File: src/rtl/alu_arbiter.sv
// Round-robin arbiter sharing one combinational 8-bit ALU between two requesters.
// Optional feature macro: ALU_ARB_DIV0_EN (divide-by-zero forces y=8'hFF and raises err).
module alu_arbiter #(
    parameter int EXEC_CYC = 1
) (
    input  logic       clk,
    input  logic       rst,
    input  logic       req0,
    input  logic [7:0] a0,
    input  logic [7:0] b0,
    input  logic [2:0] op0,
    input  logic       req1,
    input  logic [7:0] a1,
    input  logic [7:0] b1,
    input  logic [2:0] op1,
    output logic       gnt0,
    output logic       gnt1,
    output logic       done0,
    output logic       done1,
    output logic [7:0] y,
    output logic       busy,
    output logic       err
);

    localparam logic [1:0] IDLE = 2'd0;
    localparam logic [1:0] EXEC = 2'd1;
    localparam logic [1:0] DONE = 2'd2;

    localparam logic [3:0] CNT_INIT = 4'(EXEC_CYC - 1);

    logic [1:0] state_reg;
    logic [3:0] cnt_reg;
    logic       last_reg;
    logic       owner_reg;
    logic [7:0] a_reg;
    logic [7:0] b_reg;
    logic [2:0] op_reg;
    logic [7:0] y_reg;
    logic [1:0] done_reg;
    logic       busy_reg;

    logic       take;
    logic       pick;
    logic [7:0] sel_a;
    logic [7:0] sel_b;
    logic [2:0] sel_op;
    logic [7:0] alu_out;

    // A grant can only be issued from IDLE; reset suppresses it so nothing is taken.
    always_comb begin
        take = 1'b0;
        pick = 1'b0;
        if (state_reg == IDLE && !rst) begin
            if (req0 && req1) begin
                take = 1'b1;
                pick = ~last_reg;
            end else if (req0) begin
                take = 1'b1;
                pick = 1'b0;
            end else if (req1) begin
                take = 1'b1;
                pick = 1'b1;
            end
        end
    end

    assign gnt0   = take & ~pick;
    assign gnt1   = take & pick;
    assign sel_a  = pick ? a1 : a0;
    assign sel_b  = pick ? b1 : b0;
    assign sel_op = pick ? op1 : op0;

    // The ALU only ever sees the latched operands, so they stay stable through EXEC.
    always_comb begin
        alu_out = 8'd0;
        case (op_reg)
            3'b000: alu_out = a_reg + b_reg;
            3'b001: alu_out = a_reg - b_reg;
            3'b010: alu_out = a_reg * b_reg;
            3'b011: alu_out = a_reg / b_reg;
            3'b100: alu_out = a_reg & b_reg;
            3'b101: alu_out = a_reg | b_reg;
            3'b110: alu_out = ~a_reg;
            3'b111: alu_out = a_reg ^ b_reg;
            default: alu_out = 8'd0;
        endcase
    end

`ifdef ALU_ARB_DIV0_EN
    logic div0_reg;
    logic err_reg;

    always_ff @(posedge clk) begin
        if (rst) begin
            div0_reg <= 1'b0;
            err_reg  <= 1'b0;
        end else begin
            if (take) begin
                div0_reg <= (sel_op == 3'b011) && (sel_b == 8'd0);
            end
            if (state_reg == EXEC && cnt_reg == 4'd0) begin
                err_reg <= div0_reg;
            end
        end
    end

    assign err = err_reg;
`else
    assign err = 1'b0;
`endif

    always_ff @(posedge clk) begin
        if (rst) begin
            state_reg <= IDLE;
            cnt_reg   <= 4'd0;
            last_reg  <= 1'b1;
            owner_reg <= 1'b0;
            a_reg     <= 8'd0;
            b_reg     <= 8'd0;
            op_reg    <= 3'd0;
            y_reg     <= 8'd0;
            done_reg  <= 2'b00;
            busy_reg  <= 1'b0;
        end else begin
            case (state_reg)
                IDLE: begin
                    done_reg <= 2'b00;
                    if (take) begin
                        a_reg     <= sel_a;
                        b_reg     <= sel_b;
                        op_reg    <= sel_op;
                        owner_reg <= pick;
                        last_reg  <= pick;
                        cnt_reg   <= CNT_INIT;
                        busy_reg  <= 1'b1;
                        state_reg <= EXEC;
                    end
                end
                EXEC: begin
                    if (cnt_reg != 4'd0) begin
                        cnt_reg <= cnt_reg - 4'd1;
                    end else begin
`ifdef ALU_ARB_DIV0_EN
                        y_reg <= div0_reg ? 8'hFF : alu_out;
`else
                        y_reg <= alu_out;
`endif
                        done_reg[owner_reg] <= 1'b1;
                        state_reg           <= DONE;
                    end
                end
                DONE: begin
                    done_reg  <= 2'b00;
                    busy_reg  <= 1'b0;
                    state_reg <= IDLE;
                end
                default: begin
                    done_reg  <= 2'b00;
                    busy_reg  <= 1'b0;
                    state_reg <= IDLE;
                end
            endcase
        end
    end

    assign done0 = done_reg[0];
    assign done1 = done_reg[1];
    assign y     = y_reg;
    assign busy  = busy_reg;

endmodule

File: config.mk
export PLATFORM = sky130hd
export DESIGN_NAME = alu_arbiter
export DESIGN_NICKNAME = d
export VERILOG_FILES = /design/src/rtl/alu_arbiter.sv
export SDC_FILE = /design/constraint.sdc
export NUM_CORES = 1
export LEC_CHECK = 0
export BUFFER_PORTS_ARGS = -buffer_cell sky130_fd_sc_hd__buf_2
export CAP_MARGIN = 20
export CORE_MARGIN = 5
export CORE_UTILIZATION = 45
export CTS_BUF_LIST = sky130_fd_sc_hd__clkbuf_4
export DETAILED_ROUTE_END_ITERATION = 10
export PLACE_DENSITY = 0.73
export SYNTH_ARGS = -nofsm -noshare
export SYNTH_HDL_FRONTEND = slang
export SYNTH_SLANG_ARGS = --single-unit
File: constraint.sdc
create_clock -name clk -period 12.68 [get_ports clk]
set_input_delay 2.536 -clock clk [delete_from_list [all_inputs] [get_ports clk]]
set_output_delay 2.536 -clock clk [all_outputs]
set_load 0.02 [all_outputs]
# --- Word level (Yosys, flattened, before mapping) ---
# Cells that the tools add are included.
op_classes:
  magnitude_cmp: 2
  eq_ne: 11
  n_mul: 1
  n_reduce_logical: 14
  n_addsub: 3
  mux: 21
  div_mod_pow: 1
  n_bitwise: 11
ops:
  columns: ["operator", "count"]
  rows:
  - ["8-bit case mux with 8 select lines", 1]
  - ["8-bit two-way mux", 2]
  - ["3-bit equality test, second input constant", 4]
  - ["1-bit two-way mux", 9]
  - ["8-bit adder", 1]
  - ["8-bit bitwise AND", 1]
  - ["8-bit by 8-bit divider with 8-bit output", 1]
  - ["8-bit by 8-bit multiplier with 8-bit output", 1]
  - ["4-bit two-way mux", 2]
  - ["8-bit NOT", 1]
  - ["8-bit bitwise OR", 1]
  - ["4-bit case mux with 2 select lines", 1]
  - ["2-bit AND reduction", 4]
  - ["8-bit subtractor", 1]
  - ["8-bit XOR", 1]
  - ["3-bit by 2-bit equality test with 1-bit output, second input constant", 2]
  - ["2-bit != test, second input constant", 3]
  - ["2-bit two-way mux", 2]
  - ["1-bit NOT", 4]
  - ["2-bit case mux with 2 select lines", 1]
  - ["4-bit nonzero test", 1]
  - ["4-bit by 1-bit subtractor with 4-bit output, second input constant", 1]
  - ["3-bit by 1-bit equality test with 1-bit output, second input constant", 1]
  - ["1-bit logical AND", 3]
  - ["14 further kinds", 15]
word_totals:
  regBits: 38
  output_inout_bits: 14

# --- Longest topological paths before layout ---
logic_depth:
  word_depth: 6
  mapped_depth: 51

# --- Worst setup path before layout ---
# OpenSTA, ideal clock, no wires.
synth_path:
  path_type: "reg2reg"
  from: "reg b_reg[4]"
  to: "reg y_reg[0] (netlist: y[0])"
  stages_incl_launch_ff: 47
  required_time_ns: 12.552
  path_slack_ns: 2.522
  period_less_slack_ns: 10.158
  t_arrival_ns: 10.030
  cell_sequence: "dfxtp_1 buf_6 or4_4 buf_6 nor3_1 a21oi_1 a21oi_1 ha_1 nor3_1 nor3b_1 o31ai_1 nor2_1 ha_1 a21oi_1 a211oi_4 or3_4 nand2_1 ha_1 [11 not listed] ha_1 nand3_1 o21ai_0 clkbuf_1 o21ai_0 o21a_1 ha_1 o211ai_1 a21boi_0 nor3_1 o32ai_2 mux2_2 ha_1 o21a_1 o21ai_0 a21oi_1 o31ai_1 a21oi_1"
synth_via:
  elab_chain_cells: 2
synth_rtl:
  columns: ["element", "line_no", "rtl"]
  rows:
  - ["start, declared", "36", "logic [7:0] b_reg;"]
  - ["start signal, assigned", "130", "b_reg <= sel_b;"]
  - ["8-bit by 8-bit divider with 8-bit output", "80", "3'b011: alu_out = a_reg / b_reg;"]
  - ["8-bit case mux with 8 select lines", "76", "case (op_reg)"]
  - ["end signal, assigned", "146", "y_reg <= alu_out;"]
  - ["end, declared", "38", "logic [7:0] y_reg;"]
# No other way between the ends.
# A chain may end at the register's enable or synchronous reset.

# --- Final worst setup path ---
layout_path:
  from: "reg b_reg[7]"
  to: "reg y_reg[0] (netlist: y[0])"
# Same word-level chain as after synthesis.

==> impl_summary.md <==
Run status
The run finished with clean final reports.

Min path
In this run the worst hold path is classified as flip-flop to flip-flop.

Timing
Across all hold checks on the routed design, the worst slack comes to between 0.4 and 0.5 ns. The final critical path takes up 89.6% of the cycle. After routing, the total negative slack on setup checks comes to 0 ns. After layout, the worst setup slack is 1.32 ns. Derived from the worst setup path, the maximum achievable clock frequency is 88.0 MHz.

Measured against its own limit, the worst slew margin works out to 30.9%. The number of hold-slack violations in the final timing report came to 0. The final critical delay including setup and external delays is 11.36 ns. The worst clock skew is roughly 0.0086 ns. The final-report max-slew violation count is 0. The final count of negative-setup-slack endpoints is 0. For the pin with the worst max-slew slack, the measured transition is 1.03 ns. Setup repair after global routing left no endpoint under its margin.

Power and ir drop
Of the total power, the share spent switching nets is 51.4%. The worst vdd rail ir drop is 195 uV. The design draws 1.59 mW. The part of the power in registers is under 10%.

The cell area power density is 290 mW/mm^2. The switching power total is 0.817 mW. The internal power contribution is 0.772 mW.

Summed over all cells, the static leakage comes to 2.45 nW. The clock network accounts for just over 4% of the total power. Combinational logic is responsible for 86.0% of the overall power.

Global route
Global routing used 22.0% of the available tracks. The total overflow left after global routing is 0. The initial antenna violation count is 0. The number of global-route vias before repair is between 4k and 5k.

The first-pass GRT wire length is 23700 um. The maximum number of pins on one net before global-route repair is 36.

Routing
The routed design uses 6760 um of met2 wire. Summed over all layers, the routed wires come to approximately 15000 um. The detailed router used layers up to and including met4. In the routed design, unresolved DRC markers number 0. For this run, the detailed router's first-pass iteration total came to 5. The per-cell routed wire length is 17.6 um. For this block, the initial DRC count from the detailed router was around 360. For this block, wires on met1 add up to 6240 um. The via count normalized by instance count is 5.97. The sum of met3 wire segment lengths after detailed routing is slightly below 1000 um. The routed layout has between 4k and 5k vias.

The number of routed nets with antenna violations is 0.

Layout
0 antenna diodes ended up in the layout. The number of fillers in the final layout is approximately 1.1k. The final instance area is 0.00547 mm^2. The end-of-flow core utilization is 49.8%.

Registers take between 700 and 800 um^2. The net count of the finished layout is 817. The fraction of layout instances using a drive strength above 1 is 12.9%. The multi-input combinational cells in the finished layout cover a total of 0.00397 mm^2. The final cell count without fillers is 822. Relative to the synthesized area, the layout overhead comes to 7.42%.

Yosys
For this run, the number of Yosys warnings is 0. In the synthesized netlist the dominant register cell turns out to be sky130_fd_sc_hd__dfxtp_1. Counting every instance in the synthesized netlist gives 650. For this run, the register share of the synthesized area comes to 14.9%. The flop and latch count out of synthesis is 38.

Counting flops with an async set or reset pin after synthesis yields a share of 0%. The netlist area before placement is 0.00509 mm^2. The average cell area after synthesis is 7.83 um^2. After synthesis, the netlist uses 66 different library cells.

When the netlist entered floorplanning its net count stood at about 790. The number of synthesized flops with an enable pin is 0.

Floorplan
The die footprint is 0.0135 mm^2. In this run the vertical extent of the chip is between 100 and 150 um. From left edge to right edge, the die measures 116 um. The starting density of the core is a little under half.

The number of top-level pins is 56. The number of rows in the core area is 38. The core area is 0.0110 mm^2.

Clocking
The number of gates resized after CTS was 0. The hold buffer count at CTS is 0. TritonCTS built the clock tree. The insertion delay of the later-clocked pin in the worst-skew pair is 0.35 ns.

The TritonCTS buffer count is 5. Clock tree synthesis selected as its root buffer the cell sky130_fd_sc_hd__clkbuf_4. Counting along the longest clock path gives a buffer depth of 2. Buffers added to address setup during post-CTS repair amount to 0. The clock tree synthesis step divided the H-tree into 2 levels.

The clock net in this run drives a total of 38 sinks. The clock slew at the register clock pins of the worst setup and hold paths is 0.13 ns.

Setup path
The worst setup path is launched from a flip-flop. In this design, the stage delay of the slowest critical-path cell is 0.67 ns. The critical-path maximum fanout is 14. At the worst endpoint, the required time is between 10 and 15 ns. The number of buffer and inverter stages on the critical path is 1.

Grouping stages by cell kind, the critical path spends the most delay in compound AO/OA/AOI/OAI gates. The slowest stage of the critical path is the sky130_fd_sc_hd__or4_4 cell. The kind of end point of the critical path is a flip-flop.

The class of the most critical setup path is flip-flop to flip-flop. The critical path data arrival time is 11.60 ns.

Place
The total of buffers placed on input and output ports is 54. The global placement routability congestion is 0.916. The total instance count after detailed placement is 814. The placed instance area is 0.00542 mm^2.

The sum of net half-perimeters after detailed placement is between 10000 and 15000 um. At the placement stage, the worst setup path has a slack of 1.51 ns.

Run
The count of max-cap constraint violations is 0.
-- cell usage in the layout, fill, tap and decap left out, drive strengths merged, types with 19 or more instances in the layout --
master / Yosys / final
ha: 81 / 81
a21oi: 57 / 57
nor2: 57 / 57
buf: 7 / 57
inv: 56 / 56
nand2: 51 / 51
dfxtp: 38 / 38
xnor2: 30 / 30
o21ai: 30 / 30
a22oi: 20 / 20
nor3: 19 / 19
-- power groups by stage --
| stage | Sequential [mW] | Combinational (mW) | Clock, mW |
|---|---|---|---|
| floorplan | 0.147 | 1.08 | 0 |
| CTS | 0.156 | 1.35 | 0.0658 |
| global placement | 0.158 | 1.30 | 0 |
| detailed placement | 0.159 | 1.34 | 0 |
| global route | 0.159 | 1.53 | 0.0711 |
| finish | 0.157 | 1.37 | 0.0647 |
-- logic make-up after synthesis --
group                      after synthesis  share of synthesized area [%]
muxes                                   14                           3.91
DFF                                     38                           14.9
adders and majority gates               94                           25.0
buffers and inverters                   91                           7.10
and+or+nand+nor                        179                           16.7
other                                    1                         0.0736
xor gates and xnor gates                39                           6.71
AOI/OAI and AO/OA                      194                           25.5
-- synth_stat cells (13+ instances only) --
cell type                   n  area, um^2
sky130_fd_sc_hd__fa_1      13         260
sky130_fd_sc_hd__clkbuf_1  26        97.6
sky130_fd_sc_hd__inv_1     56         210
sky130_fd_sc_hd__a21oi_1   57         285
sky130_fd_sc_hd__xnor2_1   30         263
sky130_fd_sc_hd__nor3_1    19        95.1
sky130_fd_sc_hd__ha_1      81        1010
sky130_fd_sc_hd__nor2_1    57         214
sky130_fd_sc_hd__o21a_1    15         113
sky130_fd_sc_hd__dfxtp_1   38         761
sky130_fd_sc_hd__nand2_1   51         191
sky130_fd_sc_hd__a22oi_1   20         150
sky130_fd_sc_hd__o21ai_0   29         145
-- worst reg2reg max path, delay by kind of cell, from the launching register on --
family / cells / cell delay [ns]
AOI/OAI and AO/OA: 25 / 4.83
and+or+nand+nor: 13 / 3.65
adders and majority gates: 7 / 2.07
DFF: 1 / 0.48
buffers and inverters: 1 / 0.19
-- area by class of cell --
cell class,count,area share [%]
sequential,38,13.9
clock buffer,5,0.686
multi-input combinational,521,72.6
timing repair buffer,57,5.35
tap,140,3.20
clock inverter,3,0.297
inverter,58,3.98
-- final timing paths --
path         cells after the start   end      from  slack, ns
max                             46  y[0]  b_reg[7]       1.32
min                              2  y[2]      y[2]       0.48
max reg2reg                     46  y[0]  b_reg[7]       1.32
min reg2reg                      2  y[2]      y[2]       0.48
-- per-layer routing --
metal / track usage (%) / vias to the layer above
li1: - / 2394
met2: 35.8 / 191
met4: 9.67 / 0
met5: 0 / -
met3: 3.01 / 37
met1: 29.0 / 2286
No activity file was read; power rests on OpenSTA's default activity.
